--- src/rtl/alu_multicycle.sv ---
// rtl/alu_multicycle.sv - ALU with single-cycle arithmetic/logic ops and bit-serial shifts
module alu_multicycle #(
    parameter  int WIDTH = 8,
    localparam int CNT_W = $clog2(WIDTH)
) (
    input  logic             clk_i,
    input  logic             rst_i,
    input  logic             start_i,
    input  logic [WIDTH-1:0] rs_i,
    input  logic [WIDTH-1:0] op2_i,
    input  logic [CNT_W-1:0] count_i,
    input  logic             carry_i,
    input  logic [3:0]       alu_op_i,
    output logic             busy_o,
    output logic             done_o,
    output logic [WIDTH-1:0] res_o,
    output logic             zero_o,
    output logic             carry_o,
    output logic             neg_o,
    output logic             ovf_o,
    output logic             illegal_o
);

    typedef enum logic {S_IDLE, S_SHIFT} state_t;

    state_t             state_q, state_d;
    logic [WIDTH-1:0]   sh_val_q, sh_val_d;
    logic [CNT_W-1:0]   sh_cnt_q, sh_cnt_d;
    logic [1:0]         sh_op_q, sh_op_d;
    logic [WIDTH-1:0]   res_q, res_d;
    logic               zero_q, zero_d, carry_q, carry_d, neg_q, neg_d;
    logic               ovf_q, ovf_d, illegal_q, illegal_d, done_q, done_d;

    logic [WIDTH:0]     add_w, sub_w;
    logic               cin_w;
    logic [WIDTH-1:0]   step_val;
    logic               step_out;
    logic               complete_c, carry_c, ovf_c;
    logic [WIDTH-1:0]   res_c;

    // Carry-in only participates for the ADC/SBC encodings (opcode bit 0 set)
    assign cin_w = alu_op_i[0] & carry_i;
    assign add_w = {1'b0, rs_i} + {1'b0, op2_i} + {{WIDTH{1'b0}}, cin_w};
    assign sub_w = {1'b0, rs_i} - {1'b0, op2_i} - {{WIDTH{1'b0}}, cin_w};

    // One-bit shift step; step_out is the bit leaving the word on this step
    always_comb begin
        step_val = sh_val_q;
        step_out = 1'b0;
        case (sh_op_q)
            2'b00: begin
                step_val = {sh_val_q[WIDTH-2:0], 1'b0};
                step_out = sh_val_q[WIDTH-1];
            end
            2'b01: begin
                step_val = {1'b0, sh_val_q[WIDTH-1:1]};
                step_out = sh_val_q[0];
            end
            2'b10: begin
                step_val = {sh_val_q[WIDTH-1], sh_val_q[WIDTH-1:1]};
                step_out = sh_val_q[0];
            end
            default: begin
                step_val = {sh_val_q[WIDTH-2:0], sh_val_q[WIDTH-1]};
                step_out = sh_val_q[WIDTH-1];
            end
        endcase
    end

    always_comb begin
        state_d    = state_q;
        sh_val_d   = sh_val_q;
        sh_cnt_d   = sh_cnt_q;
        sh_op_d    = sh_op_q;
        res_d      = res_q;
        zero_d     = zero_q;
        carry_d    = carry_q;
        neg_d      = neg_q;
        ovf_d      = ovf_q;
        illegal_d  = illegal_q;
        done_d     = 1'b0;
        complete_c = 1'b0;
        res_c      = '0;
        carry_c    = 1'b0;
        ovf_c      = 1'b0;

        case (state_q)
            S_IDLE: begin
                if (start_i) begin
                    casez (alu_op_i)
                        4'b000?: begin
                            complete_c = 1'b1;
                            res_c      = add_w[WIDTH-1:0];
                            carry_c    = add_w[WIDTH];
                            ovf_c      = (rs_i[WIDTH-1] == op2_i[WIDTH-1]) &&
                                         (add_w[WIDTH-1] != rs_i[WIDTH-1]);
                        end
                        4'b001?: begin
                            complete_c = 1'b1;
                            res_c      = sub_w[WIDTH-1:0];
                            carry_c    = sub_w[WIDTH];
                            ovf_c      = (rs_i[WIDTH-1] != op2_i[WIDTH-1]) &&
                                         (sub_w[WIDTH-1] != rs_i[WIDTH-1]);
                        end
                        4'b0100: begin complete_c = 1'b1; res_c = rs_i & op2_i;  end
                        4'b0101: begin complete_c = 1'b1; res_c = rs_i | op2_i;  end
                        4'b0110: begin complete_c = 1'b1; res_c = rs_i ^ op2_i;  end
                        4'b0111: begin complete_c = 1'b1; res_c = rs_i & ~op2_i; end
                        4'b10??: begin
                            if (count_i == '0) begin
                                complete_c = 1'b1;
                                res_c      = rs_i;
                                carry_c    = carry_i;
                            end else begin
                                state_d  = S_SHIFT;
                                sh_val_d = rs_i;
                                sh_cnt_d = count_i;
                                sh_op_d  = alu_op_i[1:0];
                            end
                        end
                        default: begin
                            illegal_d = 1'b1;
                            done_d    = 1'b1;
                        end
                    endcase
                end
            end
            default: begin
                sh_val_d = step_val;
                sh_cnt_d = sh_cnt_q - CNT_W'(1);
                if (sh_cnt_q == CNT_W'(1)) begin
                    state_d    = S_IDLE;
                    complete_c = 1'b1;
                    res_c      = step_val;
                    carry_c    = step_out;
                end
            end
        endcase

        if (complete_c) begin
            res_d     = res_c;
            zero_d    = (res_c == '0);
            neg_d     = res_c[WIDTH-1];
            carry_d   = carry_c;
            ovf_d     = ovf_c;
            illegal_d = 1'b0;
            done_d    = 1'b1;
        end
    end

    always_ff @(posedge clk_i) begin
        if (rst_i) begin
            state_q   <= S_IDLE;
            sh_val_q  <= '0;
            sh_cnt_q  <= '0;
            sh_op_q   <= '0;
            res_q     <= '0;
            zero_q    <= 1'b0;
            carry_q   <= 1'b0;
            neg_q     <= 1'b0;
            ovf_q     <= 1'b0;
            illegal_q <= 1'b0;
            done_q    <= 1'b0;
        end else begin
            state_q   <= state_d;
            sh_val_q  <= sh_val_d;
            sh_cnt_q  <= sh_cnt_d;
            sh_op_q   <= sh_op_d;
            res_q     <= res_d;
            zero_q    <= zero_d;
            carry_q   <= carry_d;
            neg_q     <= neg_d;
            ovf_q     <= ovf_d;
            illegal_q <= illegal_d;
            done_q    <= done_d;
        end
    end

    assign busy_o    = (state_q == S_SHIFT);
    assign done_o    = done_q;
    assign res_o     = res_q;
    assign zero_o    = zero_q;
    assign carry_o   = carry_q;
    assign neg_o     = neg_q;
    assign ovf_o     = ovf_q;
    assign illegal_o = illegal_q;

endmodule
--- config.mk ---
export PLATFORM = sky130hd
export DESIGN_NAME = alu_multicycle
export DESIGN_NICKNAME = d
export VERILOG_FILES = /design/src/rtl/alu_multicycle.sv
export SDC_FILE = /design/constraint.sdc
export NUM_CORES = 1
export LEC_CHECK = 0
export CORE_MARGIN = 3
export CORE_UTILIZATION = 52
export CTS_BUF_LIST = sky130_fd_sc_hd__clkbuf_8
export CTS_CLUSTER_SIZE = 30
export DETAILED_ROUTE_END_ITERATION = 8
export PLACE_DENSITY_LB_ADDON = 0.3
export SKIP_CTS_REPAIR_TIMING = 1
export SLEW_MARGIN = 15
export SYNTH_ARGS = -nofsm -noshare
export SYNTH_HDL_FRONTEND = slang
export SYNTH_SLANG_ARGS = --single-unit
--- constraint.sdc ---
create_clock -name clk_i -period 3.6 [get_ports clk_i]
set_input_delay 0.36 -clock clk_i [delete_from_list [all_inputs] [get_ports clk_i]]
set_output_delay 0.36 -clock clk_i [all_outputs]
set_load 0.01 [all_outputs]
==> metrics, run 1 <==
status=completed; Setup CP Type=in -> reg; hold path cells=2; Initial Util=56.1%; TNS Setup=0 ps; worst-case reg-to-reg path depth=6; FF-to-FF Start=busy_o; Die Wd=78.8 µm; min-delay worst type=reg -> reg; Rel. slew slack=30.8%; placed cell area=3240 µm²; Fin. Hold Viols=0; Post-synth EDFFs=0; Synth Flop Type=dfxtp_1; mux share of post-synthesis cell area=5.45%; # DRC=0; Die Span Y=78.8 µm; CTS root buf=clkbuf_8; clock sinks=27; RSZ-0062 raised after global routing=false; Post-Synthesis Net Count=416; H-tree levels=1; worst skew pair latency=290 ps; post-synth cell types=52; Synth Area in Compound Gates=26.0%; design area=3280 µm²; Total Power=894 µW; min-delay src=res_o[1]; final core utilization=66.9%; R2R Path End=carry_o; asr flop ratio synth=0%; initial antenna violation count=0; DP HPWL=6130 µm; Synth Area in Simple Gates=18.1%; fin nets=451; Critical Path RT=3750 ps; final-report max-slew violation count=0; peak ir drop on the vdd network=182 µV; Seq/Total Area, Yosys=19.6%; Synth Area in XOR/XNOR=4.63%; Synth-to-Final Area Change=19.2%; #FFs+latches synth=27; max frequency=0.308 GHz; clk buf depth=2; Vias=2782; largest net degree at the start of global routing=28; first-pass GRT wire length=13000 µm; crit-path max FO=6; Core Footprint=4910 µm²; vias per cell=6.17; worst slew pin tran=1030 ps; number of global-route vias before repair=2678; Crit. End Element=flip-flop; post-synthesis share of cell area spent on full adders, half adders and majority gates=18.8%; crit path launch type=primary input; final period utilization=90.2%; pwr/cell area=272 nW/µm²; Final Skew=7.56 ps; Netlist Area Pre-Place=2760 µm²; cts bufs inserted=3; Starting DRT DRC Count=281; synth warn=0; Post-Synthesis Cells=350; Setup Viol. Count Final=0; syn avg cell area=7.88 µm²; CTS tree=yes; IO Pins=42; Hold EP=res_o[1]; drt pass-1 iters=5; max-cap violations=0; grt total ovfl=0; die area=6210 µm²; post-route ant nets=0; Final Critical Period=3250 ps; hold slack=473 ps; combinational family with the most area after synthesis=compound AO/OA/AOI/OAI gates; share of cells above drive strength 1=5.47%; DR WL/cell=17.3 µm; row count=25; Total GRT Usage=26.0%; GP Congestion=0.914; Worst-path clk slew=100 ps; crit path DAT=3400 ps; FF-to-FF setup slack=1020 ps; diode count=0; # port buffers=41; leakage power=0.00134 µW; WL final=7810 µm
==> how the worst max path moves through the flow <==
stage / startpoint / end / slack [ps]
after global routing: rs_i[0] / zero_o / 50
after global placement: rs_i[0] / zero_o / 180
final: rs_i[0] / zero_o / 350
after floorplan: alu_op_i[0] / ovf_o / 780
after CTS: rs_i[0] / zero_o / 340
after detailed placement: rs_i[0] / zero_o / 50
==> logic make-up after synthesis <==
logic type               Yosys count
adder cells (fa/ha/maj)           39
AO/OA/AOI/OAI                    102
AND/OR/NAND/NOR                  102
multiplexers                      15
XOR/XNOR                          13
buffers and inverters             52
flip-flops                        27
==> state kept, by name, indices dropped and copies added, names as in the netlist <==
register and cells:
res_o 8, busy_o 1, done_o 1, sh_val_q 8
sh_op_q 2, carry_o 1, sh_cnt_q 3, ovf_o 1
illegal_o 1, zero_o 1
==> where the power goes <==
part | internal, µW | switching (µW)
clock network | 79.0 | 107
registers | 317 | 15.9
logic | 175 | 200
total | 571 | 323
==> layout make-up <==
cell class | count | area (µm²)
clock buffer | 3 | 41.3
clock inverter | 1 | 7.51
fill | 447 | 1630
inverter | 33 | 124
multi-input combinational | 271 | 2020
sequential | 27 | 541
tap | 67 | 83.8
timing repair buffer | 49 | 470
==> cells in the mapped netlist, types with 2 or more instances <==
master | instances | area, µm²
a211oi_1 | 17 | 128
a21o_1 | 2 | 15.0
a21oi_1 | 27 | 135
a221oi_1 | 2 | 17.5
a222oi_1 | 3 | 30.0
a22o_1 | 3 | 26.3
a22oi_1 | 5 | 37.5
a31oi_1 | 2 | 12.5
a32oi_1 | 3 | 26.3
and3_1 | 2 | 12.5
buf_2 | 4 | 20.0
clkbuf_1 | 14 | 52.6
dfxtp_1 | 27 | 541
fa_1 | 4 | 80.1
ha_1 | 35 | 438
inv_1 | 33 | 124
mux2i_1 | 15 | 150
nand2_1 | 26 | 97.6
nand2b_1 | 5 | 31.3
nand3_1 | 7 | 35.0
nand3b_1 | 2 | 15.0
nor2_1 | 30 | 113
nor2b_1 | 11 | 68.8
nor3_1 | 6 | 30.0
nor4_1 | 2 | 12.5
o211ai_1 | 2 | 15.0
o21ai_0 | 11 | 55.1
o21ba_2 | 2 | 20.0
o221ai_1 | 4 | 35.0
o22ai_1 | 2 | 12.5
o2bb2ai_1 | 8 | 70.1
o31ai_1 | 2 | 15.0
or2_2 | 2 | 12.5
or4_1 | 2 | 15.0
xnor2_1 | 9 | 78.8
xor2_1 | 3 | 26.3
==> metal layers <==
metal  vias up  share of wire, %  GRT usage, %
met5         -                 0             0
met4         0               1.4          5.94
met3        14               7.1          3.40
met2       124                49          44.9
met1      1321                42          34.3
li1       1323                 -             -
==> metrics by stage <==
step,setup slack [ps],cells
after floorplan,775,350
after global routing,51.4,451
after global placement,184,447
after detailed placement,49.8,447
final,352,451
after CTS,343,451
==> layout by cell type (no fill, tap or decap), types with 3 or more instances in the layout <==
cell and count:
a32oi_1 3, xnor2_1 9, ha_1 35, dfxtp_1 27, mux2i_1 15, nand2_1 26
a22oi_1 5, buf_4 8, nor2_1 30, clkdlybuf4s50_1 41, nand2b_1 5, o2bb2ai_1 8
clkbuf_8 3, a21oi_1 27, a22o_1 3, fa_1 4, a222oi_1 3, xor2_1 3
nor2b_1 11, o21ai_0 11, a211oi_1 17, o221ai_1 4, nand3_1 7, nor3_1 6
inv_1 33
==> critical path: stages <==
cell	delay [ps]
clkdlybuf4s50_1	560
fa_1	640
inv_1	60
ha_1	170
o21ai_0	250
a211oi_1	170
a21o_1	220
a21oi_2	180
xor2_1	80
o311ai_0	540
o31ai_1	160
Note: power is estimated with default switching activity, not from simulation.
==> inputs of run 2 (changes only) <==
==> constraint.sdc (replaced) <==
create_clock -name clk_i -period 3.07 [get_ports clk_i]
set_input_delay 0.307 -clock clk_i [delete_from_list [all_inputs] [get_ports clk_i]]
set_output_delay 0.307 -clock clk_i [all_outputs]
set_load 0.01 [all_outputs]
==> run 2 against run 1 <==
Net effect: critical path depth unchanged; sequential share of layout area down 1.3 points; critical endpoint is now ovf_o; via count up 4.5%; count of clock-buffer cells in the layout unchanged; cell count up 7.1%; register-to-register slack worse by 340 ps; combinational power up 34%; total power up 24%; worst hold slack worse by 12 ps.
==> metrics, run 2 (same netlist as run 1, synthesis figures left out) <==
cts bufs inserted=3 (unchanged); FF-to-FF setup slack=680 ps (was 1020 ps); Critical Path RT=3290 ps (was 3750 ps); drt pass-1 iters=5 (unchanged); max-cap violations=0 (unchanged); clock sinks=27 (unchanged); Initial Util=56.1% (unchanged); Rel. slew slack=58.7% (was 30.8%); Starting DRT DRC Count=218 (was 281); final period utilization=96.0%; initial antenna violation count=0 (unchanged); Setup Viol. Count Final=0 (unchanged); TNS Setup=0 ps (unchanged); crit path launch type=primary input (unchanged); # DRC=0 (unchanged); Final Skew=12.9 ps (was 7.56 ps); crit path DAT=3170 ps (was 3400 ps); DP HPWL=6420 µm (was 6130 µm); IO Pins=42 (unchanged); Worst-path clk slew=110 ps (was 100 ps); dpl ws=-295 ps (was 49.8 ps); number of global-route vias before repair=2919 (was 2678); CTS root buf=clkbuf_8 (unchanged); pwr/cell area=311 nW/µm² (was 272 nW/µm²); sequential share of power=34.9% (was 37.3%); row count=25 (unchanged); clk buf depth=2 (unchanged); switching share of total power=36.0% (was 36.1%); post-route ant nets=0 (unchanged); first-pass GRT wire length=13400 µm (was 13000 µm); status=completed (unchanged); Crit. End Element=flip-flop (unchanged); share of cells above drive strength 1=15.1% (was 5.47%); final-report max-slew violation count=0 (unchanged); post-route insts no fill=483 (was 451); Die Span Y=78.8 µm (unchanged); largest net degree at the start of global routing=21 (was 28); design area=3570 µm² (was 3280 µm²); diode count=0 (unchanged); vias per cell=6.02 (was 6.17); final core utilization=72.7% (was 66.9%); CTS tree=yes (unchanged); switching power=400 µW (was 323 µW); FF-to-FF Start=sh_op_q[0] (was busy_o); worst-case reg-to-reg path depth=9 (was 6); die area=6210 µm² (unchanged); GP Congestion=0.875 (was 0.914); clock share of power=19.8% (was 20.8%); Core Footprint=4910 µm² (unchanged); commonest non-fill, non-tap cells in the layout=clkdlybuf4s50_1, buf_4, ha_1, inv_1, nor2_1 (was clkdlybuf4s50_1, ha_1, inv_1, nor2_1); Vias=2908 (was 2782); Final Critical Period=2950 ps; placed cell area=3480 µm² (was 3240 µm²); hold path cells=2 (unchanged); Setup CP Type=in -> reg (unchanged); leakage power=0.00150 µW (was 0.00134 µW); Fin. Hold Viols=0 (unchanged); Combinational Power Share=45.3% (was 41.9%); crit-path max FO=3 (was 6); # port buffers=41 (unchanged); grt total ovfl=0 (unchanged); peak ir drop on the vdd network=210 µV (was 182 µV); H-tree levels=1 (unchanged); DR WL/cell=16.7 µm (was 17.3 µm); worst slew pin tran=619 ps (was 1030 ps); min-delay worst type=reg -> reg (unchanged); min-delay src=res_o[5] (was res_o[1]); R2R Path End=zero_o (was carry_o); Pint=711 µW (was 571 µW); worst setup margin=123 ps (was 352 ps); fin nets=483 (was 451); Hold EP=res_o[5] (was res_o[1]); Placed Cells=479 (was 447); commonest non-fill, non-tap cell in the layout=clkdlybuf4s50_1 (unchanged); max frequency=0.339 GHz; Total GRT Usage=26.8% (was 26.0%); Synth-to-Final Area Change=29.5% (was 19.2%); worst skew pair latency=290 ps (about the same); WL final=8050 µm (was 7810 µm); Die Wd=78.8 µm (unchanged)
-- run 2: power by group through the flow --
stage | clock network [µW] | logic, µW | registers [µW]
floorplan | 0 | 289 | 396
global placement | 0 | 464 | 395
detailed placement | 0 | 482 | 396
CTS | 214 | 485 | 388
global route | 223 | 553 | 391
finish | 219 | 503 | 388
-- run 2: area by class of cell --
class / count / area, µm²
inverter: 33 / 124
multi-input combinational: 271 / 2060
clock inverter: 1 / 7.51
fill: 419 / 1340
timing repair buffer: 81 / 711
clock buffer: 3 / 41.3
tap: 67 / 83.8
sequential: 27 / 541
-- run 2: worst max path at each step --
stage                startpoint     end  slack (ps)  cells past startpoint
finish                 op2_i[0]   ovf_o         120                     11
global route            carry_i   ovf_o          -1                     13
CTS                    op2_i[0]  zero_o          -4                     11
detailed placement     op2_i[0]  zero_o        -290                     11
global placement       op2_i[0]  zero_o        -150                     11
floorplan           alu_op_i[0]   ovf_o         300                     13
-- run 2: critical path: stages --
cell	delay, ps
clkdlybuf4s50_1	530
inv_1	100
fa_2	380
ha_1	230
nor4_2	310
a211oi_2	130
a21o_1	200
a21oi_2	160
xnor3_1	220
or4_1	440
a21oi_2	150
-- run 2: layer usage --
metal	routed length, µm	GRT usage [%]	up-vias	share of wire, %
met2	4060	48.1	130	50
met5	0	0	-	0
met4	166	9.62	0	2.1
met3	503	2.61	19	6.2
met1	3330	33.2	1377	41
li1	-	-	1382	-
-- run 2: per-stage QoR --
stage,hold slack [ps],total power [µW]
finish,461,1110
global route,491,1170
CTS,461,1090
detailed placement,447,878
global placement,446,859
floorplan,468,685
==> inputs of run 3 (changes only) <==
--- a/config.mk
+++ b/config.mk
@@ -5,12 +5,13 @@
 export SDC_FILE = /design/constraint.sdc
 export NUM_CORES = 1
 export LEC_CHECK = 0
+export CORE_ASPECT_RATIO = 1.1
 export CORE_MARGIN = 3
 export CORE_UTILIZATION = 52
 export CTS_BUF_LIST = sky130_fd_sc_hd__clkbuf_8
 export CTS_CLUSTER_SIZE = 30
 export DETAILED_ROUTE_END_ITERATION = 8
-export PLACE_DENSITY_LB_ADDON = 0.3
+export PLACE_DENSITY_LB_ADDON = 0.12
 export SKIP_CTS_REPAIR_TIMING = 1
 export SLEW_MARGIN = 15
 export SYNTH_ARGS = -nofsm -noshare
==> run 3 against run 2 <==
Net effect: sequential share of layout area about the same; cell count decreased by 1.0%; maximum frequency shrank 0.45%; clock skew decreased by 5.4 ps; total power about the same; critical path type unchanged; largest cell class unchanged.
==> metrics, run 3 (same netlist as run 1, synthesis figures left out) <==
Fin. Hold Viols=0 (unchanged); crit path launch type=primary input (unchanged); hold path cells=2 (unchanged); leakage power=0.00153 µW (was 0.00150 µW); min-delay worst type=reg -> reg (unchanged); number of global-route vias before repair=2662 (was 2919); grt total ovfl=0 (unchanged); max frequency=0.338 GHz (was 0.339 GHz); clk buf depth=2 (unchanged); CTS tree=yes (unchanged); design area=3580 µm² (was 3570 µm²); post-route ant nets=0 (unchanged); Die Span Y=82.4 µm (was 78.8 µm); die area=6210 µm² (about the same); crit-path max FO=3 (unchanged); max-cap violations=0 (unchanged); IO Pins=42 (unchanged); commonest non-fill, non-tap cell in the layout=buf_4 (was clkdlybuf4s50_1); vias per cell=5.86 (was 6.02); Starting DRT DRC Count=150 (was 218); share of cells above drive strength 1=15.0% (was 15.1%); peak ir drop on the vdd network=180 µV (was 210 µV); Rel. slew slack=45.7% (was 58.7%); DP HPWL=6340 µm (was 6420 µm); CP cell instances=clkdlybuf4s50_1 -> nand2_1 -> inv_1 -> fa_1 -> inv_1 -> ha_1 -> o21ai_2 -> a211oi_2 -> a21o_1 -> a21oi_2 -> xnor3_1 -> or4_1 -> a21oi_1 (was clkdlybuf4s50_1 -> inv_1 -> fa_2 -> ha_1 -> nor4_2 -> a211oi_2 -> a21o_1 -> a21oi_2 -> xnor3_1 -> or4_1 -> a21oi_2); GP Congestion=0.899 (was 0.875); fin nets=487 (was 483); CTS root buf=clkbuf_8 (unchanged); CP max stage delay=550 ps (was 530 ps); Final Critical Period=2960 ps (was 2950 ps); Setup CP Type=in -> reg (unchanged); H-tree levels=1 (unchanged); Worst-path clk slew=100 ps (was 110 ps); worst skew pair latency=290 ps (about the same); FF-to-FF setup slack=720 ps (was 680 ps); cell with the largest stage delay on the worst path=fa_1 (was clkdlybuf4s50_1); status=completed (unchanged); Fillers=459 (was 419); DR WL/cell=16.0 µm (was 16.7 µm); clock sinks=27 (unchanged); Total GRT Usage=25.3% (was 26.8%); sequential cell area=541 µm² (unchanged); Vias=2803 (was 2908); largest net degree at the start of global routing=27 (was 21); diode count=0 (unchanged); crit path DAT=3180 ps (was 3170 ps); final core utilization=70.6% (was 72.7%); Synth-to-Final Area Change=29.7% (was 29.5%); first-pass GRT wire length=12300 µm (was 13400 µm); most used cell along the critical path=inv_1 (was a21oi_2); Initial Util=54.4% (was 56.1%); commonest non-fill, non-tap cells in the layout=buf_4, clkdlybuf4s50_1, ha_1, inv_1, nor2_1 (was clkdlybuf4s50_1, buf_4, ha_1, inv_1, nor2_1); # DRC=0 (unchanged); worst slew pin tran=814 ps (was 619 ps); Core Footprint=5070 µm² (was 4910 µm²); Die Wd=75.4 µm (was 78.8 µm); cts bufs inserted=3 (unchanged); Crit. End Element=flip-flop (unchanged); Setup Viol. Count Final=0 (unchanged); Critical Path RT=3290 ps (about the same); worst-case reg-to-reg path depth=9 (unchanged); Final Skew=7.51 ps (was 12.9 ps); initial antenna violation count=0 (unchanged); WL final=7670 µm (was 8050 µm); placed cell area=3490 µm² (was 3480 µm²); final-report max-slew violation count=0 (unchanged); final period utilization=96.4% (was 96.0%); # port buffers=41 (unchanged); drt pass-1 iters=4 (was 5); area of the multi-input gates=2050 µm² (was 2060 µm²); row count=27 (was 25); pwr/cell area=311 nW/µm² (about the same)
-- run 3: cell count changes in the layout (fill, tap and decap cells not counted) --
cell and change:
buf_4 +4, a21oi_2 -1, fa_2 -1, a21oi_1 +1
nand2_1 +1, o311ai_0 -1, fa_1 +1, o31ai_1 +1
dlymetal6s2s_1 +1, o311ai_1 +1, o31ai_2 -1, nand2_2 -1
clkdlybuf4s50_1 -1
-- run 3: cell type report --
cell class / count / share of cell area, %
Multi-Input combinational cell: 271 / 57.2
Timing Repair Buffer: 85 / 20.8
Sequential cell: 27 / 15.1
Inverter: 33 / 3.46
Tap cell: 58 / 2.03
Clock buffer: 3 / 1.15
Clock inverter: 1 / 0.210
-- run 3: worst paths after layout --
check	end	from
min	res_o[5]	res_o[5]
min reg2reg	res_o[5]	res_o[5]
max reg2reg	zero_o	sh_op_q[0]
max	ovf_o	carry_i
-- run 3: metal layers --
| metal | routed length [µm] | GRT usage [%] | vias up |
|---|---|---|---|
| met4 | 123 | 5.77 | 0 |
| met2 | 3910 | 44.4 | 65 |
| met3 | 331 | 1.94 | 12 |
| met1 | 3300 | 33.6 | 1330 |
| met5 | 0 | 0 | - |
| li1 | - | - | 1396 |
-- run 3: critical path, delay by kind of cell --
family          cells  cell delay [ps]
simple gates        2              510
compound gates      5              830
xor+xnor            1              240
buf+inv             3              550
fa+ha+maj           2              730
-- run 3: power by group --
part | internal, µW | total (µW) | switching [µW]
logic | 251 | 506 | 255
clock network | 92.6 | 219 | 126
registers | 372 | 386 | 14.6
total | 716 | 1110 | 395
-- run 3: stage by stage --
stage	power [µW]	TNS (ps)	setup WS (ps)	std cells	hold WS (ps)
2_1_floorplan	685	0	298	350	468
3_3_place_gp	875	-927	-259	474	446
3_5_place_dp	885	-1370	-312	474	453
4_1_cts	1100	-11.9	-11.9	478	468
5_1_grt	1180	-8.31	-8.31	478	496
6_report	1110	0	110	478	467
